<file path="config.mk">
export PLATFORM = sky130hd
export DESIGN_NAME = ctrl_pipe_unit_flat
export DESIGN_NICKNAME = d
export VERILOG_FILES = /design/src/rtl/ctrl_pipe_unit_if.sv /design/src/rtl/ctrl_pipe_unit.sv /design/src/flat_wrapper.sv
export SDC_FILE = /design/constraint.sdc
export NUM_CORES = 1
export LEC_CHECK = 0
export BUFFER_PORTS_ARGS = -buffer_cell sky130_fd_sc_hd__buf_2
export CAP_MARGIN = 20
export CORE_MARGIN = 2
export CORE_UTILIZATION = 47
export DETAILED_ROUTE_END_ITERATION = 10
export PLACE_DENSITY = 0.91
export SLEW_MARGIN = 25
export SYNTH_ARGS = -nofsm -noshare
export SYNTH_HDL_FRONTEND = slang
export SYNTH_SLANG_ARGS = --single-unit
export TNS_END_PERCENT = 30
</file>
<file path="constraint.sdc">
create_clock -name clk_i -period 2.2 [get_ports clk_i]
set_clock_uncertainty 0.15 [all_clocks]
set_input_delay 0.44 -clock clk_i [delete_from_list [all_inputs] [get_ports clk_i]]
set_output_delay 0.44 -clock clk_i [all_outputs]
set_load 0.02 [all_outputs]
</file>
<file path="src/rtl/ctrl_pipe_unit_if.sv">
// ctrl_pipe_unit_if: ID-stage inputs and per-stage control outputs of the
// pipelined control unit.
//   master : drives hold_i, the ID-stage fields and reg_equal_i; observes controls
//   slave  : the control unit itself
interface ctrl_pipe_unit_if #(
   parameter int OP_W = 7,
   parameter int RA_W = 5
);
   logic            hold_i;
   logic [OP_W-1:0] op_i;
   logic [RA_W-1:0] rs1_i;
   logic [RA_W-1:0] rs2_i;
   logic [RA_W-1:0] rd_i;
   logic            reg_equal_i;

   logic [1:0]      ex_alu_op_o;
   logic            ex_alu_src_o;
   logic            ex_mem_read_o;
   logic [RA_W-1:0] ex_rd_o;
   logic            mem_mem_read_o;
   logic            mem_mem_write_o;
   logic            mem_reg_write_o;
   logic [RA_W-1:0] mem_rd_o;
   logic            wb_reg_write_o;
   logic            wb_mem_to_reg_o;
   logic [RA_W-1:0] wb_rd_o;
   logic            stall_o;
   logic            flush_o;
   logic            branch_taken_o;
   logic            illegal_o;

   modport master (
      output hold_i, op_i, rs1_i, rs2_i, rd_i, reg_equal_i,
      input  ex_alu_op_o, ex_alu_src_o, ex_mem_read_o, ex_rd_o,
             mem_mem_read_o, mem_mem_write_o, mem_reg_write_o, mem_rd_o,
             wb_reg_write_o, wb_mem_to_reg_o, wb_rd_o,
             stall_o, flush_o, branch_taken_o, illegal_o
   );

   modport slave (
      input  hold_i, op_i, rs1_i, rs2_i, rd_i, reg_equal_i,
      output ex_alu_op_o, ex_alu_src_o, ex_mem_read_o, ex_rd_o,
             mem_mem_read_o, mem_mem_write_o, mem_reg_write_o, mem_rd_o,
             wb_reg_write_o, wb_mem_to_reg_o, wb_rd_o,
             stall_o, flush_o, branch_taken_o, illegal_o
   );
endinterface

</file>
<file path="src/rtl/ctrl_pipe_unit.sv">
// ctrl_pipe_unit: decodes the ID-stage opcode and carries the control bundle
// through ID/EX, EX/MEM and MEM/WB. Generates the load-use stall (bubble into
// ID/EX) and resolves beq in ID (IF/ID flush + branch select).
// Ports:
//   clk_i  core clock
//   rst_i  asynchronous active-low reset
//   bus    ctrl_pipe_unit_if.slave (ID fields, hold, per-stage controls,
//          stall/flush/branch_taken, sticky illegal)
// Optional build macro CTRL_PERF_CNT_EN adds saturating stall_cnt_o and
// flush_cnt_o counters (CNT_W bits each).
module ctrl_pipe_unit #(
   parameter int OP_W  = 7,
   parameter int RA_W  = 5,
   parameter int CNT_W = 16
) (
   input  logic            clk_i,
   input  logic            rst_i,
   ctrl_pipe_unit_if.slave bus
`ifdef CTRL_PERF_CNT_EN
   ,
   output logic [CNT_W-1:0] stall_cnt_o,
   output logic [CNT_W-1:0] flush_cnt_o
`endif
);
   localparam logic [OP_W-1:0] OP_NOP  = 7'b0000000;
   localparam logic [OP_W-1:0] OP_R    = 7'b0110011;
   localparam logic [OP_W-1:0] OP_ADDI = 7'b0010011;
   localparam logic [OP_W-1:0] OP_LW   = 7'b0000011;
   localparam logic [OP_W-1:0] OP_SW   = 7'b0100011;
   localparam logic [OP_W-1:0] OP_BEQ  = 7'b1100011;

   if (CNT_W < 2) begin : g_bad_cnt_w
      $error("ctrl_pipe_unit: CNT_W must be at least 2");
   end

   logic [1:0] w_alu_op;
   logic       w_alu_src, w_mem_read, w_mem_write, w_reg_write;
   logic       w_mem_to_reg, w_branch, w_illegal;
   logic       w_stall, w_flush;

   logic [1:0]      r_ex_alu_op;
   logic            r_ex_alu_src, r_ex_mem_read, r_ex_mem_write;
   logic            r_ex_reg_write, r_ex_mem_to_reg;
   logic [RA_W-1:0] r_ex_rd;
   logic            r_mem_mem_read, r_mem_mem_write, r_mem_reg_write, r_mem_mem_to_reg;
   logic [RA_W-1:0] r_mem_rd;
   logic            r_wb_reg_write, r_wb_mem_to_reg;
   logic [RA_W-1:0] r_wb_rd;
   logic            r_illegal;

   always_comb begin
      w_alu_op     = 2'b00;
      w_alu_src    = 1'b0;
      w_mem_read   = 1'b0;
      w_mem_write  = 1'b0;
      w_reg_write  = 1'b0;
      w_mem_to_reg = 1'b0;
      w_branch     = 1'b0;
      w_illegal    = 1'b0;
      case (bus.op_i)
         OP_NOP:  ;
         OP_R:    begin w_alu_op = 2'b10; w_reg_write = 1'b1; end
         OP_ADDI: begin w_alu_src = 1'b1; w_reg_write = 1'b1; end
         OP_LW:   begin
            w_alu_src = 1'b1; w_mem_read = 1'b1;
            w_reg_write = 1'b1; w_mem_to_reg = 1'b1;
         end
         OP_SW:   begin w_alu_src = 1'b1; w_mem_write = 1'b1; end
         OP_BEQ:  begin w_alu_op = 2'b01; w_branch = 1'b1; end
         default: w_illegal = 1'b1;
      endcase
   end

   // rs2 is compared even for I-type; the occasional false stall is accepted
   assign w_stall = r_ex_mem_read && (r_ex_rd != '0) &&
                    ((r_ex_rd == bus.rs1_i) || (r_ex_rd == bus.rs2_i));
   // a pending load-use stall wins; beq re-resolves once the stall clears
   assign w_flush = w_branch && bus.reg_equal_i && !w_stall;

   always_ff @(posedge clk_i or negedge rst_i) begin
      if (!rst_i) begin
         r_ex_alu_op      <= 2'b00;
         r_ex_alu_src     <= 1'b0;
         r_ex_mem_read    <= 1'b0;
         r_ex_mem_write   <= 1'b0;
         r_ex_reg_write   <= 1'b0;
         r_ex_mem_to_reg  <= 1'b0;
         r_ex_rd          <= '0;
         r_mem_mem_read   <= 1'b0;
         r_mem_mem_write  <= 1'b0;
         r_mem_reg_write  <= 1'b0;
         r_mem_mem_to_reg <= 1'b0;
         r_mem_rd         <= '0;
         r_wb_reg_write   <= 1'b0;
         r_wb_mem_to_reg  <= 1'b0;
         r_wb_rd          <= '0;
         r_illegal        <= 1'b0;
      end else if (!bus.hold_i) begin
         if (w_stall) begin
            r_ex_alu_op     <= 2'b00;
            r_ex_alu_src    <= 1'b0;
            r_ex_mem_read   <= 1'b0;
            r_ex_mem_write  <= 1'b0;
            r_ex_reg_write  <= 1'b0;
            r_ex_mem_to_reg <= 1'b0;
            r_ex_rd         <= '0;
         end else begin
            r_ex_alu_op     <= w_alu_op;
            r_ex_alu_src    <= w_alu_src;
            r_ex_mem_read   <= w_mem_read;
            r_ex_mem_write  <= w_mem_write;
            r_ex_reg_write  <= w_reg_write;
            r_ex_mem_to_reg <= w_mem_to_reg;
            r_ex_rd         <= bus.rd_i;
         end
         r_mem_mem_read   <= r_ex_mem_read;
         r_mem_mem_write  <= r_ex_mem_write;
         r_mem_reg_write  <= r_ex_reg_write;
         r_mem_mem_to_reg <= r_ex_mem_to_reg;
         r_mem_rd         <= r_ex_rd;
         r_wb_reg_write   <= r_mem_reg_write;
         r_wb_mem_to_reg  <= r_mem_mem_to_reg;
         r_wb_rd          <= r_mem_rd;
         if (w_illegal && !w_stall) r_illegal <= 1'b1;
      end
   end

`ifdef CTRL_PERF_CNT_EN
   logic [CNT_W-1:0] r_stall_cnt, r_flush_cnt;

   always_ff @(posedge clk_i or negedge rst_i) begin
      if (!rst_i) begin
         r_stall_cnt <= '0;
         r_flush_cnt <= '0;
      end else if (!bus.hold_i) begin
         if (w_stall && (r_stall_cnt != '1)) r_stall_cnt <= r_stall_cnt + CNT_W'(1);
         if (w_flush && (r_flush_cnt != '1)) r_flush_cnt <= r_flush_cnt + CNT_W'(1);
      end
   end

   assign stall_cnt_o = r_stall_cnt;
   assign flush_cnt_o = r_flush_cnt;
`endif

   assign bus.ex_alu_op_o     = r_ex_alu_op;
   assign bus.ex_alu_src_o    = r_ex_alu_src;
   assign bus.ex_mem_read_o   = r_ex_mem_read;
   assign bus.ex_rd_o         = r_ex_rd;
   assign bus.mem_mem_read_o  = r_mem_mem_read;
   assign bus.mem_mem_write_o = r_mem_mem_write;
   assign bus.mem_reg_write_o = r_mem_reg_write;
   assign bus.mem_rd_o        = r_mem_rd;
   assign bus.wb_reg_write_o  = r_wb_reg_write;
   assign bus.wb_mem_to_reg_o = r_wb_mem_to_reg;
   assign bus.wb_rd_o         = r_wb_rd;
   assign bus.stall_o         = w_stall;
   assign bus.flush_o         = w_flush;
   assign bus.branch_taken_o  = w_flush;
   assign bus.illegal_o       = r_illegal;
endmodule
</file>
<file path="src/flat_wrapper.sv">
// flat-port wrapper written by rule: the top's interface ports become plain ports
module ctrl_pipe_unit_flat 
#(
   parameter int OP_W  = 7,
   parameter int RA_W  = 5,
   parameter int CNT_W = 16
)
  (clk_i, rst_i, bus_hold_i, bus_op_i, bus_rs1_i, bus_rs2_i, bus_rd_i, bus_reg_equal_i, bus_ex_alu_op_o, bus_ex_alu_src_o, bus_ex_mem_read_o, bus_ex_rd_o, bus_mem_mem_read_o, bus_mem_mem_write_o, bus_mem_reg_write_o, bus_mem_rd_o, bus_wb_reg_write_o, bus_wb_mem_to_reg_o, bus_wb_rd_o, bus_stall_o, bus_flush_o, bus_branch_taken_o, bus_illegal_o);
  ctrl_pipe_unit_if #(.OP_W(OP_W), .RA_W(RA_W)) bus_i ();
  input  logic clk_i;
  input  logic rst_i;
  input wire logic [$bits(bus_i.hold_i)-1:0] bus_hold_i;
  input wire logic [$bits(bus_i.op_i)-1:0] bus_op_i;
  input wire logic [$bits(bus_i.rs1_i)-1:0] bus_rs1_i;
  input wire logic [$bits(bus_i.rs2_i)-1:0] bus_rs2_i;
  input wire logic [$bits(bus_i.rd_i)-1:0] bus_rd_i;
  input wire logic [$bits(bus_i.reg_equal_i)-1:0] bus_reg_equal_i;
  output wire logic [$bits(bus_i.ex_alu_op_o)-1:0] bus_ex_alu_op_o;
  output wire logic [$bits(bus_i.ex_alu_src_o)-1:0] bus_ex_alu_src_o;
  output wire logic [$bits(bus_i.ex_mem_read_o)-1:0] bus_ex_mem_read_o;
  output wire logic [$bits(bus_i.ex_rd_o)-1:0] bus_ex_rd_o;
  output wire logic [$bits(bus_i.mem_mem_read_o)-1:0] bus_mem_mem_read_o;
  output wire logic [$bits(bus_i.mem_mem_write_o)-1:0] bus_mem_mem_write_o;
  output wire logic [$bits(bus_i.mem_reg_write_o)-1:0] bus_mem_reg_write_o;
  output wire logic [$bits(bus_i.mem_rd_o)-1:0] bus_mem_rd_o;
  output wire logic [$bits(bus_i.wb_reg_write_o)-1:0] bus_wb_reg_write_o;
  output wire logic [$bits(bus_i.wb_mem_to_reg_o)-1:0] bus_wb_mem_to_reg_o;
  output wire logic [$bits(bus_i.wb_rd_o)-1:0] bus_wb_rd_o;
  output wire logic [$bits(bus_i.stall_o)-1:0] bus_stall_o;
  output wire logic [$bits(bus_i.flush_o)-1:0] bus_flush_o;
  output wire logic [$bits(bus_i.branch_taken_o)-1:0] bus_branch_taken_o;
  output wire logic [$bits(bus_i.illegal_o)-1:0] bus_illegal_o;
  assign bus_i.hold_i = bus_hold_i;
  assign bus_i.op_i = bus_op_i;
  assign bus_i.rs1_i = bus_rs1_i;
  assign bus_i.rs2_i = bus_rs2_i;
  assign bus_i.rd_i = bus_rd_i;
  assign bus_i.reg_equal_i = bus_reg_equal_i;
  assign bus_ex_alu_op_o = bus_i.ex_alu_op_o;
  assign bus_ex_alu_src_o = bus_i.ex_alu_src_o;
  assign bus_ex_mem_read_o = bus_i.ex_mem_read_o;
  assign bus_ex_rd_o = bus_i.ex_rd_o;
  assign bus_mem_mem_read_o = bus_i.mem_mem_read_o;
  assign bus_mem_mem_write_o = bus_i.mem_mem_write_o;
  assign bus_mem_reg_write_o = bus_i.mem_reg_write_o;
  assign bus_mem_rd_o = bus_i.mem_rd_o;
  assign bus_wb_reg_write_o = bus_i.wb_reg_write_o;
  assign bus_wb_mem_to_reg_o = bus_i.wb_mem_to_reg_o;
  assign bus_wb_rd_o = bus_i.wb_rd_o;
  assign bus_stall_o = bus_i.stall_o;
  assign bus_flush_o = bus_i.flush_o;
  assign bus_branch_taken_o = bus_i.branch_taken_o;
  assign bus_illegal_o = bus_i.illegal_o;
  ctrl_pipe_unit #(.OP_W(OP_W), .RA_W(RA_W), .CNT_W(CNT_W)) u_core (.clk_i(clk_i), .rst_i(rst_i), .bus(bus_i));
endmodule
</file>
==> results of run 1 <==
==> cells in the final DEF (no fill, tap or decap), types with 2 or more instances in the layout <==
master and count:
mux2i_1 6, nor2_4 2, buf_4 10, xor2_1 10, buf_2 51, nor2_1 10
buf_6 2, nand2_1 7, nor3_2 2, dfrtp_2 2, a21oi_1 2, mux2_2 15
dfrtp_1 25, nor3_1 3, nand3_1 3, o21ai_0 4, clkbuf_4 3
==> worst paths after layout <==
check                                                      end  slack [ns]
min                          u_core.bus.ex_rd_o[0]$_DFFE_PN0N_        0.20
max reg2reg                  u_core.bus.ex_rd_o[4]$_DFFE_PN0N_        0.38
min reg2reg                   u_core.bus.illegal_o$_DFFE_PN0P_        0.33
min in group asynchronous  u_core.bus.ex_alu_src_o$_DFFE_PN0N_        0.50
max in group asynchronous    u_core.bus.ex_rd_o[4]$_DFFE_PN0N_        0.96
max                                         bus_branch_taken_o       -0.16
==> synth_stat cells, drive strengths merged <==
| library cell | count |
|---|---|
| buf | 4 |
| or4 | 1 |
| inv | 1 |
| a21oi | 2 |
| nor3b | 1 |
| nor2 | 13 |
| o31ai | 1 |
| nand3 | 3 |
| mux2 | 15 |
| and3 | 1 |
| or3 | 1 |
| nor3 | 6 |
| nand4 | 1 |
| nor2b | 1 |
| mux2i | 6 |
| o21ai | 5 |
| dfrtp | 27 |
| nand2 | 7 |
| xor2 | 10 |
| nand2b | 1 |
| a22oi | 1 |
==> logic make-up (layout without fill, tap and decap cells) <==
| logic type | Yosys count | count (layout) | synth area share (%) |
|---|---|---|---|
| simple gates | 36 | 36 | 15.0 |
| compound gates | 9 | 9 | 6.21 |
| xor+xnor | 10 | 10 | 6.79 |
| buf+inv | 5 | 69 | 1.84 |
| mux | 21 | 21 | 17.7 |
| flops | 27 | 27 | 52.4 |
==> timing repair <==
item,4_1_cts,5_1_grt
setup endpoints to repair,3,3
buffers inserted,3,2
hold endpoints to repair,27,0
hold buffers,1,0
pin swaps,2,2
resized for setup,5,1
==> final cells by class <==
class / instances / area, um^2 / area share [%]
flip-flops and latches: 27 / 678 / 39.6
multi-input cells: 76 / 606 / 35.3
repair buffers: 64 / 363 / 21.2
well taps: 30 / 37.5 / 2.19
clock buffers: 4 / 26.3 / 1.53
inverters: 1 / 3.75 / 0.219
==> worst reg2reg max path, cell delays in order, from the launching register on <==
cell	delay, ns
dfrtp_2	0.46
or4_4	0.53
o21ai_4	0.17
buf_4	0.13
buf_4	0.10
nor3_4	0.05
nor2_1	0.15
==> power breakdown <==
group	internal, mW	total (mW)	switching, mW
clock	0.0710	0.209	0.138
sequential	0.540	0.572	0.0315
combinational	0.119	0.275	0.156
total	0.730	1.06	0.326
==> routing by layer <==
layer / global-route usage, % / vias up / wire length (um) / part of all wire, %
met5: 0 / - / 0 / 0
met4: 3.40 / 0 / 21 / 0.73
met3: 5.76 / 2 / 195 / 6.8
met2: 36.8 / 42 / 1550 / 54
met1: 19.8 / 519 / 1110 / 39
li1: - / 498 / - / -
==> flow_summary.yaml, run 1 <==
finish:
  utilization_pct: 67.4
  final_nets: 199
  fill_cells: 217
  n_antenna_cell: 0
  instances_no_fill: 202
  drive_above_1_share_pct: 54.1
  design_area_um2: 1710
  area_growth_pct: 32.9
clock_network:
  cts_root_buf: "clkbuf_4"
  clk_latency_ns: 0.32
  cts-htree-levels: 1
  clk_pin_slew_ns: 0.13
  clockBufferDepth: 2
  cts_made_buffers: 3
  cts_tree: "done"
  cts.sinks: 27
setup_path:
  start_kind: "flip-flop"
  crit_chain: "or4_4 -> o21ai_4 -> nor2_4 -> nor2_4 -> buf_6"
  worst-path-buf-inv: 1
  cp.required_ns: 1.61
  cp_top_family: "simple AND/OR/NAND/NOR gates"
  crit_arrival_ns: 1.77
  r2r_start: "u_core.bus.ex_rd_o[0]$_DFFE_PN0N_"
  crit_path_end_kind: "output port"
  cp_common_cell: "nor2_4"
  startpoint: "u_core.bus.ex_rd_o[0]$_DFFE_PN0N_"
  r2r_cells: 6
  path_class: "flip-flop to output port"
  crit_slowest_cell: "or4_4"
  critical_path_depth: 5
  cp_max_fo: 4
  slowest_delay_ns: 0.53
floorplan:
  dieArea_um2: 3180
  core_um2: 2540
  dieWidth_um: 56.4
  io_pins: 54
  die_h_um: 56.4
  num_rows: 18
  start_util_pct: 50.7
timing:
  finalHoldViolCount: 0
  rsz0062_at_grt: "yes"
  drv_slew: 0
  finalCritPeriodShare_pct: 107
  period_minus_slack_ns: 2.36
  setup_ws_ns: -0.161
  tns_ns: -0.442
  tightest_slew_ns: 0.678
  holdWs_ns: 0.204
  max_freq_mhz: 424
  setup_viol: 3
  slew_headroom_pct: 54.8
yosys:
  synth_area_per_cell_um2: 11.9
  netlist.area_leader.share_pct: 52.4
  ys_warn_count: 0
  ys_ff_latch: 27
  synth_cells: 108
  synth_area_um2: 1290
  synth.area.top_cells: "dfrtp_1 52%, mux2_2 13%, xor2_1 6.8%, mux2i_1 4.7%, nor2_1 3.5%"
  synth_top_cell_by_area: "dfrtp_1"
  syn-num-nets: 134
  ys_seq_area_share_pct: 52.4
  ys_types: 27
place:
  portBuffers: 53
  dp.cells: 192
  hpwl_mm: 2.20
  dp_slack_ns: 0.109
  gp_congestion: 0.883
  place_area_um2: 1620
hold_path:
  hold_path.class: "input pin to flip-flop"
  min_from: "bus_rd_i[0]"
  min_path_cells: 3
run:
  drv_cap: 0
drt:
  drt_wl_total_mm: 2.87
  drt-pass1-iter-count: 4
  ant_nets: 0
  drt_iter0_drc: 20
  post_drt_wl_per_cell_um: 14.2
  vias: 1061
  via_per_inst: 5.25
  drc: 0
power:
  ir_drop_mv: 0.623
  power_density_nw_per_um2: 616
  p_total_mw: 1.06
  leakage_nw: 0.890
global_route:
  grt_max_degree: 31
  grt_pass1_vias: 1092
  grt.overflow.total: 0
  antenna_found_initial: 0
  track_usage_pct: 18.9
  grt_pass1_wl_mm: 4.71
run_status:
  violations: "setup timing"
  status: "finished, violations left"
Power figures use the tool's default switching activity.
==> run 2: changes to the inputs <==
--- a/config.mk
+++ b/config.mk
@@ -7,6 +7,7 @@
 export LEC_CHECK = 0
 export BUFFER_PORTS_ARGS = -buffer_cell sky130_fd_sc_hd__buf_2
 export CAP_MARGIN = 20
+export CORE_ASPECT_RATIO = 0.75
 export CORE_MARGIN = 2
 export CORE_UTILIZATION = 47
 export DETAILED_ROUTE_END_ITERATION = 10
==> run 2 against run 1 <==
Effect of this change: the flow still finishes with violations (setup timing); highest routed layer unchanged; non-clock buffer count is 5 lower; global-route usage is essentially flat; core utilization shrank 2.9 points; die area grew 0.13%; largest cell class unchanged; critical path depth is the same; sequential power barely moved; via count decreased by 3.7%; first-iteration DRC count shrank 25%; cell area decreased by 2.1%; wire length fell by 4.6%; worst hold slack lost 0.015 ns.
==> flow_summary.yaml, run 2 (synthesized netlist as in run 1, its figures left out) <==
power:
  p_clk_share_pct: 20.5
  ir_drop_mv: 0.339
  intPower_mw: 0.721
  leakage_nw: 0.865
  switching_share_pct: 31.4
  power_density_nw_per_um2: 627
  pwr-share-comb_pct: 25.0
  p_seq_share_pct: 54.4
  switchingPower_mw: 0.330
clock_network:
  clk_latency_ns: 0.33
  cts.sinks: 27
  clockBufferDepth: 2
  cts_made_buffers: 3
  clk_pin_slew_ns: 0.14
  cts_root_buf: "clkbuf_4"
  cts-htree-levels: 1
  cts_tree: "done"
timing:
  finalHoldViolCount: 0
  tns_ns: -0.708
  tightest_slew_ns: 0.694
  setup_viol: 3
  period_minus_slack_ns: 2.46
  holdWs_ns: 0.189
  finalCritPeriodShare_pct: 112
  slew_headroom_pct: 53.7
  max_freq_mhz: 407
  drv_slew: 0
  setup_ws_ns: -0.256
  rsz0062_at_grt: "yes"
run:
  drv_cap: 0
drt:
  post_drt_wl_per_cell_um: 13.5
  drc: 0
  ant_nets: 0
  via_per_inst: 5.03
  dr_wl_met3_um: 140
  met1Wirelength_mm: 1.18
  vias: 1022
  wl_met2_mm: 1.33
  drt-pass1-iter-count: 4
  drt_wl_total_mm: 2.74
  drt_iter0_drc: 15
  routed.top_layer: "met4"
global_route:
  grt_pass1_wl_mm: 4.53
  track_usage_pct: 18.9
  grt_max_degree: 31
  grt.overflow.total: 0
  antenna_found_initial: 0
  grt_pass1_vias: 1002
finish:
  multi_input_area_um2: 603
  most-common-layout-cells: "51 x buf_2, 25 x dfrtp_1, 15 x mux2_2"
  final_common_cell: "buf_2"
  design_area_um2: 1680
  drive_above_1_share_pct: 52.7
  final_nets: 194
  regArea_um2: 678
  n_antenna_cell: 0
  area_growth_pct: 30.1
  fill_cells: 211
setup_path:
  crit_path_end_kind: "output port"
  crit_slowest_cell: "or4_4"
  cp_max_fo: 4
  cp.required_ns: 1.61
  cp_common_cell: "nor2_4"
  r2r_end: "u_core.bus.illegal_o$_DFFE_PN0P_"
  r2r_slack_ns: 0.32
  slowest_delay_ns: 0.55
  r2r_cells: 5
  path_class: "flip-flop to output port"
  crit_chain: "or4_4 -> o21ai_4 -> nor2_4 -> nor2_4 -> buf_4"
  r2r_start: "u_core.bus.ex_rd_o[4]$_DFFE_PN0N_"
  crit_arrival_ns: 1.87
  start_kind: "flip-flop"
floorplan:
  core_um2: 2600
  dieArea_um2: 3180
  io_pins: 54
  die_h_um: 49.4
  start_util_pct: 49.6
  num_rows: 16
  dieWidth_um: 64.5
place:
  gp_congestion: 0.872
  hpwl_mm: 2.09
  place_area_um2: 1620
  dp_slack_ns: 0.0782
  portBuffers: 53
hold_path:
  min_from: "bus_rd_i[3]"
  min_path_cells: 3
  hold_end: "u_core.bus.ex_rd_o[3]$_DFFE_PN0N_"
  hold_path.class: "input pin to flip-flop"
run_status:
  status: "finished, violations left"
  violations: "setup timing"
-- run 2: power groups by stage --
stage                     logic, mW  registers [mW]  clock network [mW]
after floorplan              0.0955           0.639                   0
after global placement        0.249           0.580                   0
after detailed placement      0.258           0.584                   0
after CTS                     0.262           0.574               0.223
after global routing          0.285           0.579               0.244
final                         0.263           0.573               0.216
-- run 2: worst max-delay path by stage --
stage | from | endpoint | slack [ns]
finish | u_core.bus.ex_rd_o[4]$_DFFE_PN0N_ | bus_branch_taken_o | -0.26
global route | u_core.bus.ex_rd_o[4]$_DFFE_PN0N_ | bus_branch_taken_o | -0.33
CTS | u_core.bus.ex_rd_o[4]$_DFFE_PN0N_ | bus_branch_taken_o | -0.29
detailed placement | bus_rs1_i[0] | bus_stall_o | 0.08
global placement | bus_rs1_i[0] | bus_stall_o | 0.09
floorplan | u_core.bus.ex_rd_o[4]$_DFFE_PN0N_ | bus_flush_o | -0.03
-- run 2: per-stage QoR --
step                power, mW  instances  util, %
floorplan               0.734        108        -
global placement        0.829        197     62.3
detailed placement      0.842        197     62.3
CTS                      1.06        202     64.0
global route             1.11        203     64.5
finish                   1.05        203     64.5
-- run 2: layout make-up --
cell class | count | area share, %
multi-input combinational | 76 | 35.9
inverter | 1 | 0.224
clock inverter | 1 | 0.447
tap | 36 | 2.68
sequential | 27 | 40.4
timing repair buffer | 59 | 18.9
clock buffer | 3 | 1.34
-- run 2: routing by layer --
layer | GRT usage, % | vias up
li1 | - | 492
met1 | 23.2 | 488
met2 | 30.9 | 32
met3 | 5.54 | 10
met4 | 8.51 | 0
met5 | 0 | -
-- run 2: repair_timing --
action                                 CTS  global route
setup buffers                            0             1
hold buffers                             1             0
resized for setup                        1             2
endpoints found under the hold margin   27             0
setup endpoints to repair                3             3
pin swaps                                0             2
-- run 2: critical path, delay by kind of cell, from the launching register on --
kind / cells / cell delay, ns
buf+inv: 1 / 0.14
flops: 1 / 0.45
compound gates: 1 / 0.23
simple gates: 3 / 0.71
